File: src/rtl/i2s_codec_if.sv
`timescale 1ns/1ps
// i2s_codec_if: master-mode, full-duplex audio serial port.
// Generates BCLK/LRCK from i_clk, serialises one stereo DAC sample per frame
// and deserialises both ADC channels, in I2S or left-justified format.
module i2s_codec_if #(
    parameter int DATA_W    = 24,  // sample width, 8..32
    parameter int SLOT_W    = 32,  // BCLK periods per channel slot, >= DATA_W+1
    parameter int BCLK_HALF = 2    // i_clk cycles per BCLK half-period, >= 1
) (
    input  logic              i_clk,
    input  logic              i_rst,
    input  logic              i_enable,
    input  logic              i_mode,
    input  logic              i_mute,
    input  logic [DATA_W-1:0] i_dac_l,
    input  logic [DATA_W-1:0] i_dac_r,
    output logic              o_sample_req,
    output logic [DATA_W-1:0] o_adc_l,
    output logic [DATA_W-1:0] o_adc_r,
    output logic              o_adc_valid,
    output logic              o_busy,
    output logic              o_bclk,
    output logic              o_lrck,
    output logic              o_dac_dat,
    input  logic              i_adc_dat
);

    localparam int KW = (SLOT_W > 1) ? $clog2(SLOT_W) : 1;
    localparam int HW = (BCLK_HALF > 1) ? $clog2(BCLK_HALF) : 1;

    localparam logic [KW-1:0] K_LAST = KW'(SLOT_W - 1);
    localparam logic [KW-1:0] K_DW   = KW'(DATA_W);
    localparam logic [HW-1:0] H_LAST = HW'(BCLK_HALF - 1);

    localparam logic [1:0] ST_IDLE  = 2'd0;
    localparam logic [1:0] ST_RUN   = 2'd1;
    localparam logic [1:0] ST_DRAIN = 2'd2;

    logic [1:0]        state;
    logic [HW-1:0]     hcnt;      // half-period counter
    logic [KW-1:0]     kcnt;      // bit index within the current slot
    logic              slot;      // 0 = left slot, 1 = right slot
    logic              bclk_q;
    logic              lrck_q;
    logic              mode_q;    // frame format, frozen for the whole frame
    logic              dac_q;
    logic [DATA_W-1:0] dac_sr;    // DAC word being shifted out, MSB first
    logic [DATA_W-1:0] dr_q;      // right DAC word waiting for its slot
    logic [DATA_W-1:0] adc_sr;    // ADC word being shifted in
    logic [DATA_W-1:0] cap_l;     // completed left ADC word
    logic [DATA_W-1:0] adc_l_q;
    logic [DATA_W-1:0] adc_r_q;

    logic              running;
    logic              tick;
    logic              fall;
    logic              rise;
    logic              last_bit;
    logic              slot_end;
    logic              frame_end;
    logic              start;
    logic [KW-1:0]     k_next;
    logic [DATA_W-1:0] dl_in;
    logic [DATA_W-1:0] dr_in;

    // True when bit index k carries sample data for the given frame format.
    function automatic logic in_window(input logic lj, input logic [KW-1:0] k);
        if (lj)
            return k < K_DW;
        return (k != '0) && (k <= K_DW);
    endfunction

    assign running   = (state != ST_IDLE);
    assign tick      = (hcnt == H_LAST);
    assign fall      = running && tick && bclk_q;
    assign rise      = running && tick && !bclk_q;
    assign last_bit  = slot && (kcnt == K_LAST);
    assign slot_end  = fall && !slot && (kcnt == K_LAST);
    assign frame_end = fall && last_bit;
    assign k_next    = kcnt + 1'b1;
    assign dl_in     = i_mute ? '0 : i_dac_l;
    assign dr_in     = i_mute ? '0 : i_dac_r;

    // NOTE: the frame-start decision is combinational so the DSP sees o_sample_req
    // in the same cycle its samples are taken; it is masked while i_rst is held.
    assign start = !i_rst && i_enable &&
                   ((state == ST_IDLE) || ((state == ST_RUN) && frame_end));

    assign o_sample_req = start;
    assign o_adc_valid  = frame_end;
    assign o_adc_l      = frame_end ? cap_l  : adc_l_q;
    assign o_adc_r      = frame_end ? adc_sr : adc_r_q;
    assign o_busy       = running;
    assign o_bclk       = bclk_q;
    assign o_lrck       = running ? lrck_q : ~i_mode;
    assign o_dac_dat    = dac_q;

    // Frame control: state, BCLK divider, bit/slot counters and LRCK.
    always_ff @(posedge i_clk or posedge i_rst) begin
        // NOTE: all state is updated with non-blocking assignments so every
        // block samples the same pre-edge values regardless of block order.
        if (i_rst) begin
            state  <= ST_IDLE;
            hcnt   <= '0;
            kcnt   <= '0;
            slot   <= 1'b0;
            bclk_q <= 1'b1;
            lrck_q <= 1'b0;
            mode_q <= 1'b0;
        end else if (start) begin
            state  <= ST_RUN;
            mode_q <= i_mode;
            hcnt   <= '0;
            kcnt   <= '0;
            slot   <= 1'b0;
            bclk_q <= 1'b0;
            lrck_q <= i_mode;
        end else if (running) begin
            if (tick) begin
                hcnt   <= '0;
                bclk_q <= ~bclk_q;
            end else begin
                hcnt <= hcnt + 1'b1;
            end
            if ((state == ST_RUN) && !i_enable)
                state <= ST_DRAIN;
            if (fall) begin
                if (last_bit) begin
                    state  <= ST_IDLE;
                    bclk_q <= 1'b1;
                    kcnt   <= '0;
                    slot   <= 1'b0;
                end else if (kcnt == K_LAST) begin
                    kcnt   <= '0;
                    slot   <= 1'b1;
                    lrck_q <= ~mode_q;
                end else begin
                    kcnt <= k_next;
                end
            end
        end
    end

    // DAC serialiser: latch both words at frame start, present bits on falling edges.
    always_ff @(posedge i_clk or posedge i_rst) begin
        if (i_rst) begin
            dac_q  <= 1'b0;
            dac_sr <= '0;
            dr_q   <= '0;
        end else if (start) begin
            dr_q <= dr_in;
            if (i_mode) begin
                dac_q  <= dl_in[DATA_W-1];
                dac_sr <= dl_in << 1;
            end else begin
                dac_q  <= 1'b0;
                dac_sr <= dl_in;
            end
        end else if (fall) begin
            if (last_bit) begin
                dac_q <= 1'b0;
            end else if (slot_end) begin
                if (mode_q) begin
                    dac_q  <= dr_q[DATA_W-1];
                    dac_sr <= dr_q << 1;
                end else begin
                    dac_q  <= 1'b0;
                    dac_sr <= dr_q;
                end
            end else if (in_window(mode_q, k_next)) begin
                dac_q  <= dac_sr[DATA_W-1];
                dac_sr <= dac_sr << 1;
            end else begin
                dac_q <= 1'b0;
            end
        end
    end

    // ADC deserialiser: shift in on rising edges, publish both words at frame end.
    always_ff @(posedge i_clk or posedge i_rst) begin
        if (i_rst) begin
            adc_sr  <= '0;
            cap_l   <= '0;
            adc_l_q <= '0;
            adc_r_q <= '0;
        end else begin
            if (frame_end) begin
                adc_l_q <= cap_l;
                adc_r_q <= adc_sr;
            end
            if (start) begin
                adc_sr <= '0;
            end else if (slot_end) begin
                cap_l  <= adc_sr;
                adc_sr <= '0;
            end else if (rise && in_window(mode_q, kcnt)) begin
                adc_sr <= {adc_sr[DATA_W-2:0], i_adc_dat};
            end
        end
    end

endmodule

File: config.mk
export PLATFORM = sky130hd
export DESIGN_NAME = i2s_codec_if
export DESIGN_NICKNAME = d
export VERILOG_FILES = /design/src/rtl/i2s_codec_if.sv
export SDC_FILE = /design/constraint.sdc
export NUM_CORES = 1
export LEC_CHECK = 0
export CAP_MARGIN = 20
export CORE_ASPECT_RATIO = 0.8
export CORE_MARGIN = 1
export CORE_UTILIZATION = 49
export CTS_CLUSTER_DIAMETER = 80
export CTS_CLUSTER_SIZE = 25
export DETAILED_ROUTE_END_ITERATION = 10
export PLACE_DENSITY = 0.76
export SLEW_MARGIN = 20
export SYNTH_ARGS = -nofsm -noshare
export SYNTH_HDL_FRONTEND = slang
export SYNTH_SLANG_ARGS = --single-unit
File: constraint.sdc
create_clock -name i_clk -period 5.8 [get_ports i_clk]
set_clock_uncertainty 0.1 [all_clocks]
set_input_delay 1.74 -clock i_clk [delete_from_list [all_inputs] [get_ports i_clk]]
set_output_delay 1.74 -clock i_clk [all_outputs]
set_load 0.05 [all_outputs]
==> results of run 1 <==
==> final cells by class <==
class | instances | area, µm² | area share, %
well taps | 184 | 230 | 2.53
multi-input cells | 435 | 3050 | 33.5
clock buffers | 17 | 425 | 4.67
clock inverters | 15 | 204 | 2.24
inverters | 24 | 98.8 | 1.08
repair buffers | 115 | 1180 | 12.9
flip-flops and latches | 157 | 3930 | 43.1
==> worst paths after layout <==
check	startpoint	end	slack, ps
setup reg to reg	kcnt[0]	dac_sr[11]	1740
hold / removal	cap_l[10]	cap_l[10]	370
setup / recovery	i_enable	o_sample_req	520
min in group asynchronous	i_rst	slot	1940
max in group asynchronous	i_rst	adc_r_q[23]	3070
hold reg to reg	cap_l[10]	cap_l[10]	370
==> kinds of logic after synthesis <==
| group | after synthesis | synth area share [%] |
|---|---|---|
| adders and majority gates | 4 | 0.689 |
| buffers and inverters | 66 | 3.98 |
| xor gates and xnor gates | 3 | 0.362 |
| muxes | 135 | 19.6 |
| and+or+nand+nor | 212 | 13.1 |
| AOI/OAI and AO/OA | 81 | 8.18 |
| DFF | 157 | 54.1 |
==> metrics by stage <==
stage | hold slack, ps | total power (W) | cell area, µm² | worst slack, ps | cells
2_1_floorplan | 340 | 0.00214 | 7270 | 602 | 658
3_3_place_gp | 353 | 0.00233 | 8490 | 593 | 915
3_5_place_dp | 357 | 0.00238 | 8490 | 557 | 915
4_1_cts | 373 | 0.00356 | 9120 | 540 | 947
5_1_grt | 399 | 0.00373 | 9120 | 438 | 947
6_report | 369 | 0.00354 | 9120 | 524 | 947
==> layout by cell type (no fill, tap or decap), types with 2 or more instances in the layout <==
cell,n
nor3_1,3
ha_1,4
bufinv_16,3
clkinv_4,2
buf_4,6
a21oi_1,21
mux2i_1,79
a31oi_1,2
clkinvlp_4,3
a221o_1,6
nand3b_1,25
o21ai_0,12
clkbuf_16,17
o22ai_1,16
nor2_1,29
nand2_1,135
a21o_1,2
buf_12,4
or2_2,2
clkdlybuf4s50_1,105
inv_1,22
nand2b_1,2
nand3_1,3
nor2_4,2
a2111oi_4,2
o2bb2ai_1,6
or3_1,2
xor2_1,2
nand4_1,2
o211ai_1,2
inv_8,3
inv_6,4
a211oi_1,2
mux2_2,56
dfrtp_1,156
==> per-layer routing <==
metal	up-vias	GRT usage [%]
met5	-	0
met4	0	6.52
met3	15	4.49
met2	165	35.3
met1	2579	29.7
li1	2460	-
==> sequential cells by signal, summed over array words and instances, names as in the netlist, 2 cells and up <==
register and count:
state 2, adc_r_q 24, dr_q 24, kcnt 5, adc_l_q 24, dac_sr 24
cap_l 24, adc_sr 24
==> worst max-delay path: stages <==
cell             delay [ps]
clkdlybuf4s50_1         540
or3b_1                  540
a21o_4                  380
clkinv_4                 90
buf_12                  130
==> power breakdown <==
group          switching [W]  internal, W  leakage, nW
clock network       0.000480     0.000695        0.303
logic               0.000459     0.000411         2.06
registers           0.000190      0.00131         2.09
total                0.00113      0.00241         4.46
==> reports/qor.txt, run 1 <==
========================================================================================
Cts hold-fix bufs                                                                      0
Most frequent cells after synthesis                                         dfrtp_1 (156), nand2_1 (135), mux2i_1 (79)
Path class of the lowest-slack min-delay path                               register to register
Count of mapped cells out of synthesis                                               658
CTS clk-pin slew, worst paths                                                      60 ps
Worst vdd ir                                                                    0.248 mV
Number of flops mapped to enable cells by yosys                                        0
Placeable core region                                                          14400 µm²
CTS Root Cell                                                                  clkbuf_16
Number of routed nets with antenna violations                                          0
Reg2reg path depth                                                                    11
Proportion of layout cells with a drive suffix above 1                             14.7%
Critical Setup Path Class                                                   input port to output pin
Most numerous cell in the Yosys netlist                                          dfrtp_1
Required time reported for the critical path endpoint                            3960 ps
Number of pins exceeding their max-slew limit in the final report                      0
Number of buffers created by CTS                                                      17
First-pass DRT Iterations                                                              7
Total vias in the final route                                                       5219
Met2 WL                                                                          7650 µm
Sum of negative setup slack                                                         0 ps
Wire length on met1                                                              7340 µm
Hold Path Cell Cnt                                                                     2
Largest net degree at the start of global routing                                    158
Total half-perimeter wirelength after legalization and detailed placement       10500 µm
Starting Density                                                                   50.5%
Part of the cycle the worst path needs                                             91.0%
Slew margin rel.                                                                   30.6%
Post-synth design cell area                                                     7260 µm²
Library cell with the largest summed area after synthesis                        dfrtp_1
Status                                                                      finished with violations
Avg Synthesized Cell Area                                                       11.0 µm²
Vias per inst                                                                       5.51
Endpoint class of the critical path                                           output pin
Max cap viols                                                                          0
Vias in the first global route                                                      5169
Critical path data arrival time                                                  3440 ps
Total setup violations reported at the end of the flow                                 0
Maximum clock insertion buffer count                                                   2
WL/cell                                                                          16.9 µm
Global routing usage summed across all routing layers                              21.8%
Clock sink total                                                                     157
Pwr per Cell Area                                                             389 nW/µm²
Setup repair after global routing missed its margin                                false
Number of rows in the core area                                                       39
Seq cells post-synth                                                                 157
Top cells by area in the synthesized netlist                                dfrtp_1 (54%), mux2i_1 (11%), mux2_2 (8.7%), nand2_1 (7.0%), nand3b_1 (2.6%)
Transition time at the pin with the least slew margin                            1040 ps
Die span in y                                                                     111 µm
Total number of nets in the final design                                             808
Buffers added on ports                                                               107
H-tree levels                                                                          4
Fraction of the yosys area taken by sequential cells                               54.1%
FMAX                                                                             190 MHz
Post-Syn Nets                                                                        716
Top routing layer in use                                                            met4
DR WL met3                                                                        825 µm
# DRC                                                                                 10
Top fanout value on the critical path                                                 30
Critical Path Start Type                                                      input port
DIE WIDTH                                                                         138 µm
CTS tree                                                                           built
Weighted congestion at the end of routability-driven global placement              0.851
Leakage dissipation                                                              4.46 nW
Final worst path period need                                                     5280 ps
GRT Residual Overflow                                                                  0
Synthesis Warnings                                                                     0
Setup fix buffers added after clock tree synthesis                                     0
Violated checks                                                             design-rule violations
Most frequently used flop master after synthesis                                 dfrtp_1
Die ar.                                                                        15300 µm²
Count of routing violations after the opening detailed-route iteration               308
Area share of the leading cell type in the synthesized netlist                     53.7%
Ant diodes                                                                             0
Clock latency of the later-clocked register in the worst-skew pair                420 ps
Ports placed on the boundary                                                         108
Fraction of registers with async set/reset                                          100%
Area growth from synthesis to layout                                               25.5%
First-pass GRT wire length                                                      26200 µm
Number of antenna violations at the first check in global routing                      0
Routed wire length                                                              16000 µm
Fillcell total                                                                      1092
Final Hold Fails                                                                       0
Final standard cell utilization of the core                                        63.3%
Number of different library cells in the post-synthesis netlist                       51
Post-CTS sizing                                                                        0
========================================================================================
(Power assumes the default switching activity.)
==> run 2: changes to the inputs <==
==> constraint.sdc (replaced) <==
create_clock -name i_clk -period 4.35 [get_ports i_clk]
set_clock_uncertainty 0.1 [all_clocks]
set_input_delay 1.305 -clock i_clk [delete_from_list [all_inputs] [get_ports i_clk]]
set_output_delay 1.305 -clock i_clk [all_outputs]
set_load 0.05 [all_outputs]
==> run 2 against run 1 <==
Net effect:
- the run still ends with design-rule violations left
- critical path depth increased by 3
- combinational power increased by 37%
- global-route usage increased by 1.5 points
- die area unchanged
- critical endpoint is now o_adc_l[23]
==> reports/qor.txt, run 2 (same netlist as run 1, synthesis figures left out) <==
========================================================================================
Die span in y                                                                     111 µm   unchanged
Starting Density                                                                   50.5%   unchanged
Setup repair after global routing missed its margin                                false
First-pass DRT Iterations                                                              8   +1
CTS Root Cell                                                                  clkbuf_16
First-pass GRT wire length                                                      28100 µm   +6.9%
Leading cell types in the layout, fill and taps excluded                    dfrtp_1 (156), nand2_1 (135), mux2i_1 (79), buf_4 (63)
Slew margin rel.                                                                   44.8%   +14 points
Clock latency of the later-clocked register in the worst-skew pair                420 ps   about the same
Total number of nets in the final design                                             818   +1.2%
Sum of negative setup slack                                                         0 ps   unchanged
FMAX                                                                             241 MHz
Vias per inst                                                                       5.52   +0.14%
Critical Path Start Type                                                        register
H-tree levels                                                                          4   unchanged
Number of antenna violations at the first check in global routing                      0   unchanged
CTS clk-pin slew, worst paths                                                      60 ps   about the same
Transition time at the pin with the least slew margin                             828 ps   -213 ps
Number of pins exceeding their max-slew limit in the final report                      0   unchanged
Total half-perimeter wirelength after legalization and detailed placement       10700 µm   +2.3%
Proportion of layout cells with a drive suffix above 1                             21.9%   +7.2 points
Most frequent standard cell in the layout excluding fill and tap cells           dfrtp_1
Status                                                                      finished with violations
Count of routing violations after the opening detailed-route iteration               334   +8.4%
# DRC                                                                                 10   unchanged
Violated checks                                                             design-rule violations
CTS tree                                                                           built
Critical Setup Path Class                                                   register to output pin
Endpoint class of the critical path                                           output pin
Total buffers and inverters traversed by the critical path                             2   -1
Pwr per Cell Area                                                             519 nW/µm²   +33%
Die ar.                                                                        15300 µm²   unchanged
Cell type of the slowest stage on the worst timing path                          dfrtp_1
Critical path data arrival time                                                  2750 ps   -690 ps
Buffers added on ports                                                               107   unchanged
Fillcell total                                                                      1100   +0.73%
GRT Residual Overflow                                                                  0   unchanged
Path class of the lowest-slack min-delay path                               register to register
Stage delay of the slowest cell on the critical path                              430 ps   -110 ps
Global routing usage summed across all routing layers                              23.3%   +1.5 points
Area growth from synthesis to layout                                               25.0%
Total setup violations reported at the end of the flow                                 0   unchanged
Number of buffers created by CTS                                                      17   unchanged
Maximum clock insertion buffer count                                                   2   unchanged
Final worst path period need                                                     4150 ps
Worst vdd ir                                                                    0.295 mV   +19%
DIE WIDTH                                                                         138 µm   unchanged
Top delay family on crit path                                               simple AND/OR/NAND/NOR gates
Final standard cell utilization of the core                                        63.1%   -0.24 points
Pre-CTS setup slack                                                               259 ps   -298 ps
Ports placed on the boundary                                                         108   unchanged
Post-layout worst setup margin                                                    196 ps   -328 ps
Top fanout value on the critical path                                                 25   -17%
Setup fix buffers added after clock tree synthesis                                     0   unchanged
WL/cell                                                                          17.6 µm   +4.4%
Ant diodes                                                                             0   unchanged
Cts hold-fix bufs                                                                      0   unchanged
Routed wire length                                                              16800 µm   +5.4%
Cell-by-cell trace of the critical path                                     ha_1 > and3_1 > ha_4 > nand2_1 > nor2_4 > buf_12 > mux2_2 > buf_4
Part of the cycle the worst path needs                                             95.5%
Number of routed nets with antenna violations                                          0   unchanged
Area used by sequential logic in the layout                                     3930 µm²   unchanged
Total vias in the final route                                                       5276   +1.1%
Max cap viols                                                                          0   unchanged
Final Hold Fails                                                                       0   unchanged
Clock sink total                                                                     157   unchanged
Vias in the first global route                                                      5516   +6.7%
Required time reported for the critical path endpoint                            2940 ps   -1020 ps
Largest net degree at the start of global routing                                    158   unchanged
Area used by multi-input combinational logic                                    3070 µm²   +0.41%
Leakage dissipation                                                              4.60 nW   +3.3%
Placeable core region                                                          14400 µm²   unchanged
Weighted congestion at the end of routability-driven global placement              0.803   -5.6%
Number of rows in the core area                                                       39   unchanged
========================================================================================
## run 2: cell type report
cell class | count | share of cell area (%)
multi-input combinational | 435 | 33.8
timing repair buffer | 125 | 12.8
tap | 184 | 2.53
clock inverter | 10 | 1.53
inverter | 24 | 1.09
clock buffer | 21 | 5.07
sequential | 157 | 43.3
## run 2: routing by layer
metal / wire length [µm] / vias to the layer above / global-route usage, %
li1: - / 2474 / -
met1: 7750 / 2640 / 31.1
met2: 8030 / 140 / 37.2
met3: 814 / 22 / 6.18
met4: 222 / 0 / 7.27
met5: 0 / - / 0
## run 2: timing repair
action,CTS,global route
gates cloned,0,1
setup endpoints to repair,6,48
resized for setup,1,1
## run 2: worst register-to-register path: cells and delay by family (launching register included)
kind                     cells  cell delay [ps]
multiplexers                 1              200
buffers and inverters        2              350
flip-flops                   1              430
AND/OR/NAND/NOR              3              750
adder cells (fa/ha/maj)      2              490
AO/OA/AOI/OAI                2              850
## run 2: worst paths after layout
path	cells after the start	to	start	slack (ps)
setup / recovery	8	o_adc_l[23]	kcnt[0]	200
hold / removal	2	cap_l[21]	cap_l[21]	370
setup reg to reg	10	dac_sr[11]	kcnt[0]	1110
hold reg to reg	2	cap_l[21]	cap_l[21]	370
max in group asynchronous	3	dr_q[13]	i_rst	2050
min in group asynchronous	3	state[1]	i_rst	1490
## run 2: per-stage QoR
step	instance area (µm²)	total power (W)	hold slack, ps	std cells
after global placement	8450	0.00312	352	924
after floorplan	7270	0.00285	340	658
after global routing	9080	0.00496	397	956
after CTS	9050	0.00474	376	955
after detailed placement	8450	0.00319	359	924
final	9080	0.00471	368	956
## run 2: where the power goes
group	total (W)	leakage [nW]	internal, W	switching [W]
logic	0.00119	2.22	0.000567	0.000621
registers	0.00201	2.09	0.00174	0.000262
clock network	0.00152	0.293	0.000930	0.000587
total	0.00471	4.60	0.00324	0.00147
